**src/rtl/pika_gfx_pkg.sv**
```systemverilog
// Shared graphics constants and the blitter FSM state type.
package pika_gfx_pkg;

  localparam int SCREEN_W = 160;
  localparam int SCREEN_H = 120;

  localparam int COLOUR_W = 3;
  localparam logic [COLOUR_W-1:0] TRANSP = 3'b111;

  typedef enum logic [1:0] {
    IDLE  = 2'd0,
    SCAN  = 2'd1,
    DRAIN = 2'd2,
    DONE  = 2'd3
  } blit_state_e;

endpackage

```
**src/rtl/pika_sprite_blitter_if.sv**
```systemverilog
// Control, sprite-ROM and frame-buffer write signals of the sprite blitter.
// The master side is the blitter itself; the slave side is its environment.
interface pika_sprite_blitter_if;
  import pika_gfx_pkg::*;

  logic                start;
  logic [7:0]          x0;
  logic [6:0]          y0;
  logic                busy;
  logic                done;
  logic [11:0]         rom_addr;
  logic [COLOUR_W-1:0] rom_data;
  logic [7:0]          vga_x;
  logic [6:0]          vga_y;
  logic [COLOUR_W-1:0] vga_colour;
  logic                vga_plot;

  modport master (
    input  start, x0, y0, rom_data,
    output busy, done, rom_addr, vga_x, vga_y, vga_colour, vga_plot
  );

  modport slave (
    output start, x0, y0, rom_data,
    input  busy, done, rom_addr, vga_x, vga_y, vga_colour, vga_plot
  );

endinterface

```
**src/rtl/pika_sprite_blitter_scan.sv**
```systemverilog
// Raster walker for one sprite: x fastest, then y, with a running ROM
// address that simply increments so no multiplier is needed.
module pika_scan_counter #(
  parameter int SPR_W = 54,
  parameter int SPR_H = 58,
  localparam int XW = $clog2(SPR_W),
  localparam int YW = $clog2(SPR_H)
) (
  input  logic          clock,
  input  logic          resetn,
  input  logic          clr,
  input  logic          en,
  output logic [XW-1:0] sx,
  output logic [YW-1:0] sy,
  output logic [11:0]   addr,
  output logic          last
);

  logic [XW-1:0] sx_q, sx_d;
  logic [YW-1:0] sy_q, sy_d;
  logic [11:0]   addr_q, addr_d;

  assign last = (sx_q == XW'(SPR_W - 1)) && (sy_q == YW'(SPR_H - 1));
  assign sx   = sx_q;
  assign sy   = sy_q;
  assign addr = addr_q;

  // Advance one pixel per enabled cycle; the last pixel rewinds to the origin.
  always_comb begin
    sx_d   = sx_q;
    sy_d   = sy_q;
    addr_d = addr_q;
    if (clr) begin
      sx_d   = '0;
      sy_d   = '0;
      addr_d = '0;
    end else if (en) begin
      if (last) begin
        sx_d   = '0;
        sy_d   = '0;
        addr_d = '0;
      end else if (sx_q == XW'(SPR_W - 1)) begin
        sx_d   = '0;
        sy_d   = sy_q + YW'(1);
        addr_d = addr_q + 12'd1;
      end else begin
        sx_d   = sx_q + XW'(1);
        addr_d = addr_q + 12'd1;
      end
    end
  end

  // Counter registers, cleared asynchronously so an abandoned draw leaves nothing behind.
  always_ff @(posedge clock or negedge resetn) begin
    if (!resetn) begin
      sx_q   <= '0;
      sy_q   <= '0;
      addr_q <= '0;
    end else begin
      sx_q   <= sx_d;
      sy_q   <= sy_d;
      addr_q <= addr_d;
    end
  end

endmodule

```
**src/rtl/pika_sprite_blitter.sv**
```systemverilog
// Sprite blitter: walks a SPR_W x SPR_H sprite, reads its ROM and plots every
// opaque pixel that lands on screen. ROM address issue to plot is two cycles.
module pika_sprite_blitter
  import pika_gfx_pkg::*;
#(
  parameter int SPR_W = 54,
  parameter int SPR_H = 58
) (
  input  logic                  clock,
  input  logic                  resetn,
  pika_sprite_blitter_if.master bus
);

  localparam int XW = $clog2(SPR_W);
  localparam int YW = $clog2(SPR_H);

  blit_state_e state_q, state_d;
  logic        drain_q, drain_d;
  logic [7:0]  x0_q, x0_d;
  logic [6:0]  y0_q, y0_d;
  logic        scan_clr;
  logic        scan_en;

  logic [XW-1:0] sx;
  logic [YW-1:0] sy;
  logic [11:0]   addr;
  logic          last;

  logic          s1_valid_q, s1_valid_d;
  logic [XW-1:0] s1_sx_q, s1_sx_d;
  logic [YW-1:0] s1_sy_q, s1_sy_d;

  logic [8:0]          sum_x;
  logic [7:0]          sum_y;
  logic                on_screen;
  logic [7:0]          vga_x_q, vga_x_d;
  logic [6:0]          vga_y_q, vga_y_d;
  logic [COLOUR_W-1:0] vga_colour_q, vga_colour_d;
  logic                vga_plot_q, vga_plot_d;

  pika_scan_counter #(
    .SPR_W (SPR_W),
    .SPR_H (SPR_H)
  ) u_scan (
    .clock  (clock),
    .resetn (resetn),
    .clr    (scan_clr),
    .en     (scan_en),
    .sx     (sx),
    .sy     (sy),
    .addr   (addr),
    .last   (last)
  );

  assign scan_en = (state_q == SCAN);

  // Next-state logic: accept a start only in IDLE, scan, flush two cycles, pulse done.
  always_comb begin
    state_d  = state_q;
    drain_d  = drain_q;
    x0_d     = x0_q;
    y0_d     = y0_q;
    scan_clr = 1'b0;
    case (state_q)
      IDLE: begin
        if (bus.start) begin
          x0_d     = bus.x0;
          y0_d     = bus.y0;
          scan_clr = 1'b1;
          state_d  = SCAN;
        end
      end
      SCAN: begin
        if (last) begin
          drain_d = 1'b0;
          state_d = DRAIN;
        end
      end
      DRAIN: begin
        if (drain_q) begin
          state_d = DONE;
        end else begin
          drain_d = 1'b1;
        end
      end
      DONE: begin
        state_d = IDLE;
      end
      default: begin
        state_d = IDLE;
      end
    endcase
  end

  // FSM and latched origin registers.
  always_ff @(posedge clock or negedge resetn) begin
    if (!resetn) begin
      state_q <= IDLE;
      drain_q <= 1'b0;
      x0_q    <= '0;
      y0_q    <= '0;
    end else begin
      state_q <= state_d;
      drain_q <= drain_d;
      x0_q    <= x0_d;
      y0_q    <= y0_d;
    end
  end

  // Pipeline: carry the pixel offsets beside the ROM read, then clip and key-test.
  always_comb begin
    s1_valid_d   = scan_en;
    s1_sx_d      = sx;
    s1_sy_d      = sy;
    sum_x        = {1'b0, x0_q} + 9'(s1_sx_q);
    sum_y        = {1'b0, y0_q} + 8'(s1_sy_q);
    on_screen    = (sum_x < 9'(SCREEN_W)) && (sum_y < 8'(SCREEN_H));
    vga_x_d      = vga_x_q;
    vga_y_d      = vga_y_q;
    vga_colour_d = vga_colour_q;
    vga_plot_d   = 1'b0;
    if (s1_valid_q) begin
      vga_x_d      = sum_x[7:0];
      vga_y_d      = sum_y[6:0];
      vga_colour_d = bus.rom_data;
      vga_plot_d   = (bus.rom_data != TRANSP) && on_screen;
    end
  end

  // Pipeline and frame-buffer output registers.
  always_ff @(posedge clock or negedge resetn) begin
    if (!resetn) begin
      s1_valid_q   <= 1'b0;
      s1_sx_q      <= '0;
      s1_sy_q      <= '0;
      vga_x_q      <= '0;
      vga_y_q      <= '0;
      vga_colour_q <= '0;
      vga_plot_q   <= 1'b0;
    end else begin
      s1_valid_q   <= s1_valid_d;
      s1_sx_q      <= s1_sx_d;
      s1_sy_q      <= s1_sy_d;
      vga_x_q      <= vga_x_d;
      vga_y_q      <= vga_y_d;
      vga_colour_q <= vga_colour_d;
      vga_plot_q   <= vga_plot_d;
    end
  end

  assign bus.busy       = (state_q != IDLE);
  assign bus.done       = (state_q == DONE);
  assign bus.rom_addr   = addr;
  assign bus.vga_x      = vga_x_q;
  assign bus.vga_y      = vga_y_q;
  assign bus.vga_colour = vga_colour_q;
  assign bus.vga_plot   = vga_plot_q;

endmodule

```
**src/flat_wrapper.sv**
```systemverilog
// flat-port wrapper written by rule: the top's interface ports become plain ports
module pika_sprite_blitter_flat import pika_gfx_pkg::*;
#(
  parameter int SPR_W = 54,
  parameter int SPR_H = 58
)
  (clock, resetn, bus_start, bus_x0, bus_y0, bus_rom_data, bus_busy, bus_done, bus_rom_addr, bus_vga_x, bus_vga_y, bus_vga_colour, bus_vga_plot);
  pika_sprite_blitter_if bus_i ();
  input  logic clock;
  input  logic resetn;
  input wire logic [$bits(bus_i.start)-1:0] bus_start;
  input wire logic [$bits(bus_i.x0)-1:0] bus_x0;
  input wire logic [$bits(bus_i.y0)-1:0] bus_y0;
  input wire logic [$bits(bus_i.rom_data)-1:0] bus_rom_data;
  output wire logic [$bits(bus_i.busy)-1:0] bus_busy;
  output wire logic [$bits(bus_i.done)-1:0] bus_done;
  output wire logic [$bits(bus_i.rom_addr)-1:0] bus_rom_addr;
  output wire logic [$bits(bus_i.vga_x)-1:0] bus_vga_x;
  output wire logic [$bits(bus_i.vga_y)-1:0] bus_vga_y;
  output wire logic [$bits(bus_i.vga_colour)-1:0] bus_vga_colour;
  output wire logic [$bits(bus_i.vga_plot)-1:0] bus_vga_plot;
  assign bus_i.start = bus_start;
  assign bus_i.x0 = bus_x0;
  assign bus_i.y0 = bus_y0;
  assign bus_i.rom_data = bus_rom_data;
  assign bus_busy = bus_i.busy;
  assign bus_done = bus_i.done;
  assign bus_rom_addr = bus_i.rom_addr;
  assign bus_vga_x = bus_i.vga_x;
  assign bus_vga_y = bus_i.vga_y;
  assign bus_vga_colour = bus_i.vga_colour;
  assign bus_vga_plot = bus_i.vga_plot;
  pika_sprite_blitter #(.SPR_W(SPR_W), .SPR_H(SPR_H)) u_core (.clock(clock), .resetn(resetn), .bus(bus_i));
endmodule
```
**config.mk**
```make
export PLATFORM = sky130hd
export DESIGN_NAME = pika_sprite_blitter_flat
export DESIGN_NICKNAME = d
export VERILOG_FILES = /design/src/rtl/pika_gfx_pkg.sv /design/src/rtl/pika_sprite_blitter_if.sv /design/src/rtl/pika_sprite_blitter_scan.sv /design/src/rtl/pika_sprite_blitter.sv /design/src/flat_wrapper.sv
export SDC_FILE = /design/constraint.sdc
export NUM_CORES = 1
export LEC_CHECK = 0
export BUFFER_PORTS_ARGS = -buffer_cell sky130_fd_sc_hd__buf_4
export CORE_MARGIN = 3
export CORE_UTILIZATION = 52
export CTS_CLUSTER_DIAMETER = 120
export DETAILED_ROUTE_END_ITERATION = 10
export PLACE_DENSITY_LB_ADDON = 0.05
export SLEW_MARGIN = 20
export SYNTH_ARGS = -nofsm -noshare
export SYNTH_HDL_FRONTEND = slang
export SYNTH_HIERARCHICAL = 1
export SYNTH_SLANG_ARGS = --single-unit
```
**constraint.sdc**
```tcl
create_clock -name clock -period 2.4 [get_ports clock]
set_input_delay 0.24 -clock clock [delete_from_list [all_inputs] [get_ports clock]]
set_output_delay 0.24 -clock clock [all_outputs]
set_load 0.005 [all_outputs]
```
==> summary.txt <==
Floorplan
  – Chip width: 90.9 um
  – Die Y: 90.9 um
  – FP Rows: 30
  – Initial core utilization: 0.542
  – Top-Level Pins: 54
  – Core box area: 0.00691 mm2
  – Die Area: 0.00826 mm2

Power and ir drop
  – Static leakage: 2.10 nW
  – Pwr dens: 1260 mW/mm2
  – Maximum vdd ir drop: 0.611 mV

Synthesis
  – Distinct cell type count after synthesis: 58
  – Ys Warns: 6
  – Sequential area share after synthesis: 0.494
  – Top cell type's share of synthesized area: 0.494
  – Cells after Synth: 333
  – Syn_nets: 378
  – Mean Syn Cell Area: 11.2 um2
  – Post-Syn Area: 0.00375 mm2
  – Synthesized flop and latch total: 74
  – Number of flops mapped to enable cells by yosys: 0
  – Ys flop type: dfrtp_1
  – Asr flop ratio synth: 1.00
  – Largest cells by area after synthesis: dfrtp_1 (49%), mux2_2 (8.1%), ha_1 (7.3%)
  – Synth area leader: dfrtp_1

Timing
  – Slew headroom: 0.391
  – Worst-margin pin slew: 0.914 ns
  – Post-layout min period: 2.26 ns
  – Setup ws final: 0.140 ns
  – Max Freq: 443 MHz
  – Tcrit/Tclk final: 0.942
  – Final Hold Fails: 0
  – Final setup fails: 0
  – Setup_tns: 0 ns
  – RSZ-0062 raised after global routing: false
  – Worst Skew: 0.00993 ns
  – Pins Over Slew Limit: 0

Worst setup path
  – WP data required: 2.61 ns
  – Crit Path Max Fanout: 3
  – CP Class: reg2reg
  – R2r startpoint: u_core/y0_q[0]
  – Critical path endpoint category: register
  – Arrival time of the worst setup path: 2.47 ns
  – CP Launch Type: register
  – Worst Reg-to-Reg Cells: 8
  – R2R Setup Slk: 0.14 ns
  – RR Endpoint: u_core/bus.vga_y[6]

Placement
  – HPWL Detailed: 5000 um
  – Inst Count DP: 480
  – DP Worst Slack: 0.197 ns
  – Port Buffer Count: 53
  – Cell Area, Placed: 0.00426 mm2
  – Placer's final routability congestion estimate: 0.739

Finish
  – Post-route design area: 0.00446 mm2
  – Syn-to-layout area delta: 19.1%
  – Core Util, Final: 0.646
  – Fillcell total: 588
  – Layout Cells excl Fill: 495
  – Antenna fix cells: 0
  – Layout cells sized above 1: 0.288
  – Fin nets: 440

Clock tree
  – Resize count post-CTS: 0
  – Post CTS Setup Buffer Count: 0
  – Cts bufs inserted: 9
  – Clock latency on the worst-skew pair: 0.33 ns
  – CTS root buf: clkbuf_8
  – Reg clk slew, reported paths: 0.08 ns
  – CTS tree: built
  – CTS H-tree depth: 3
  – TritonCTS Sinks: 74
  – Longest Clk Path Bufs: 2
  – Cts hold-fix bufs: 0

Hold path
  – Worst min-delay path category: in2async

Global routing
  – First-pass GRT wire length: 12200 um
  – Initial antenna violation count: 0
  – Largest net degree at the start of global routing: 75
  – Vias in the first global route: 2667
  – Gr usage total: 0.184
  – Grt total ovfl: 0

Routing
  – Antenna viol nets, final: 0
  – Vias: 2658
  – Vias per inst: 5.37
  – Final wirelength: 7110 um
  – Wire length per cell: 14.4 um
  – DR pass1 iterations: 4
  – Remaining routing DRC violations: 0
  – Initial drt markers: 114

Outcome
  – Outcome: finished, final reports clean

Job
  – Max_cap viols: 0
final cells by class:
cell class              count  area (um2)  area share
multi-input cells         232        1770       0.396
inverters                  18        67.6      0.0151
repair buffers             60         450       0.101
clock buffers              13         169      0.0379
well taps                  96         120      0.0269
flip-flops and latches     74        1850       0.415
clock inverters             2        35.0     0.00785
sequential cells by signal, indices dropped and copies added (netlist names):
| register | flops |
|---|---|
| u_core/bus.vga_y | 7 |
| u_core/u_scan/sx | 6 |
| u_core/s1_valid_q | 1 |
| u_core/s1_sx_q | 6 |
| u_core/u_scan/addr | 12 |
| u_core/bus.vga_colour | 3 |
| u_core/y0_q | 7 |
| u_core/bus.vga_plot | 1 |
| u_core/bus.vga_x | 8 |
| u_core/s1_sy_q | 6 |
| u_core/state_q | 2 |
| u_core/u_scan/sy | 6 |
| u_core/x0_q | 8 |
| u_core/drain_q | 1 |
layout by cell type (no fill, tap or decap), types with 2 or more instances in the layout:
| master | count |
|---|---|
| a21o_1 | 6 |
| a21oi_1 | 15 |
| a21oi_2 | 2 |
| a22o_1 | 4 |
| a31o_1 | 2 |
| a31oi_1 | 3 |
| a32o_1 | 2 |
| and2b_2 | 2 |
| buf_4 | 60 |
| clkbuf_8 | 12 |
| dfrtp_1 | 74 |
| fa_1 | 2 |
| ha_1 | 22 |
| inv_1 | 18 |
| mux2_2 | 27 |
| nand2_1 | 21 |
| nand2b_1 | 5 |
| nand3_1 | 8 |
| nand3b_1 | 3 |
| nand4_1 | 4 |
| nor2_1 | 23 |
| nor2b_1 | 3 |
| nor3_1 | 5 |
| nor4_1 | 3 |
| o21a_1 | 2 |
| o21ai_0 | 14 |
| o21ai_1 | 3 |
| o21bai_1 | 2 |
| o31ai_1 | 5 |
| or2_2 | 2 |
| xnor2_1 | 12 |
| xor2_1 | 7 |
report_power, final:
part	internal (W)	switching, W
clock	0.000560	0.000432
combinational	0.00135	0.00117
sequential	0.00173	0.000400
worst max path at each step:
stage | start | end | slack (ns) | depth (start not counted)
floorplan | u_core/state_q[0] | u_core/u_scan/sy[5] | 0.14 | 9
global placement | u_core/y0_q[0] | u_core/bus.vga_y[6] | 0.25 | 8
detailed placement | u_core/y0_q[0] | u_core/bus.vga_y[6] | 0.20 | 8
CTS | u_core/y0_q[0] | u_core/bus.vga_y[6] | 0.15 | 8
global route | u_core/y0_q[0] | u_core/bus.vga_y[6] | 0.01 | 8
finish | u_core/y0_q[0] | u_core/bus.vga_y[6] | 0.14 | 8
stage by stage:
step / power, W / hold slack, ns
6_report: 0.00564 / 0.0376
4_1_cts: 0.00572 / 0.0687
3_3_place_gp: 0.00462 / 0.403
3_5_place_dp: 0.00470 / 0.408
2_1_floorplan: 0.00384 / -0.0556
5_1_grt: 0.00612 / 0.0994
metal layers:
layer / vias to the layer above / part of all wire / track usage
met3: 9 / 0.042 / 0.0333
met5: - / 0 / 0
li1: 1315 / - / -
met4: 0 / 0.013 / 0.0678
met2: 58 / 0.47 / 0.293
met1: 1276 / 0.47 / 0.251
cell usage after synthesis (5+ instances only):
master    count
ha_1         22
o21ai_0      14
mux2_2       27
nand2b_1      5
dfrtp_1      74
xor2_1        7
nand2_1      21
o31ai_1       5
nand3_1       8
xnor2_1      12
a21o_1        6
nor3_1        5
nor2_1       23
a21oi_1      15
inv_1        18
logic make-up (layout without fill, tap and decap cells):
family / count (synthesis) / count (layout) / synth area share
AOI/OAI and AO/OA: 74 / 74 / 0.141
adders and majority gates: 24 / 24 / 0.0842
muxes: 28 / 28 / 0.0838
xor gates and xnor gates: 19 / 19 / 0.0444
and+or+nand+nor: 87 / 87 / 0.118
DFF: 74 / 74 / 0.494
buffers and inverters: 27 / 93 / 0.0341
worst max-delay path, cell delays in order (launching register included):
cell and delay [ns]:
dfrtp_1 0.39, ha_1 0.24, fa_1 0.41, a21o_1 0.20, a21oi_1 0.24, o21bai_1 0.09, a21oi_1 0.18, xnor2_1 0.12
mux2_2 0.27
No activity file was read; power rests on OpenSTA's default activity.
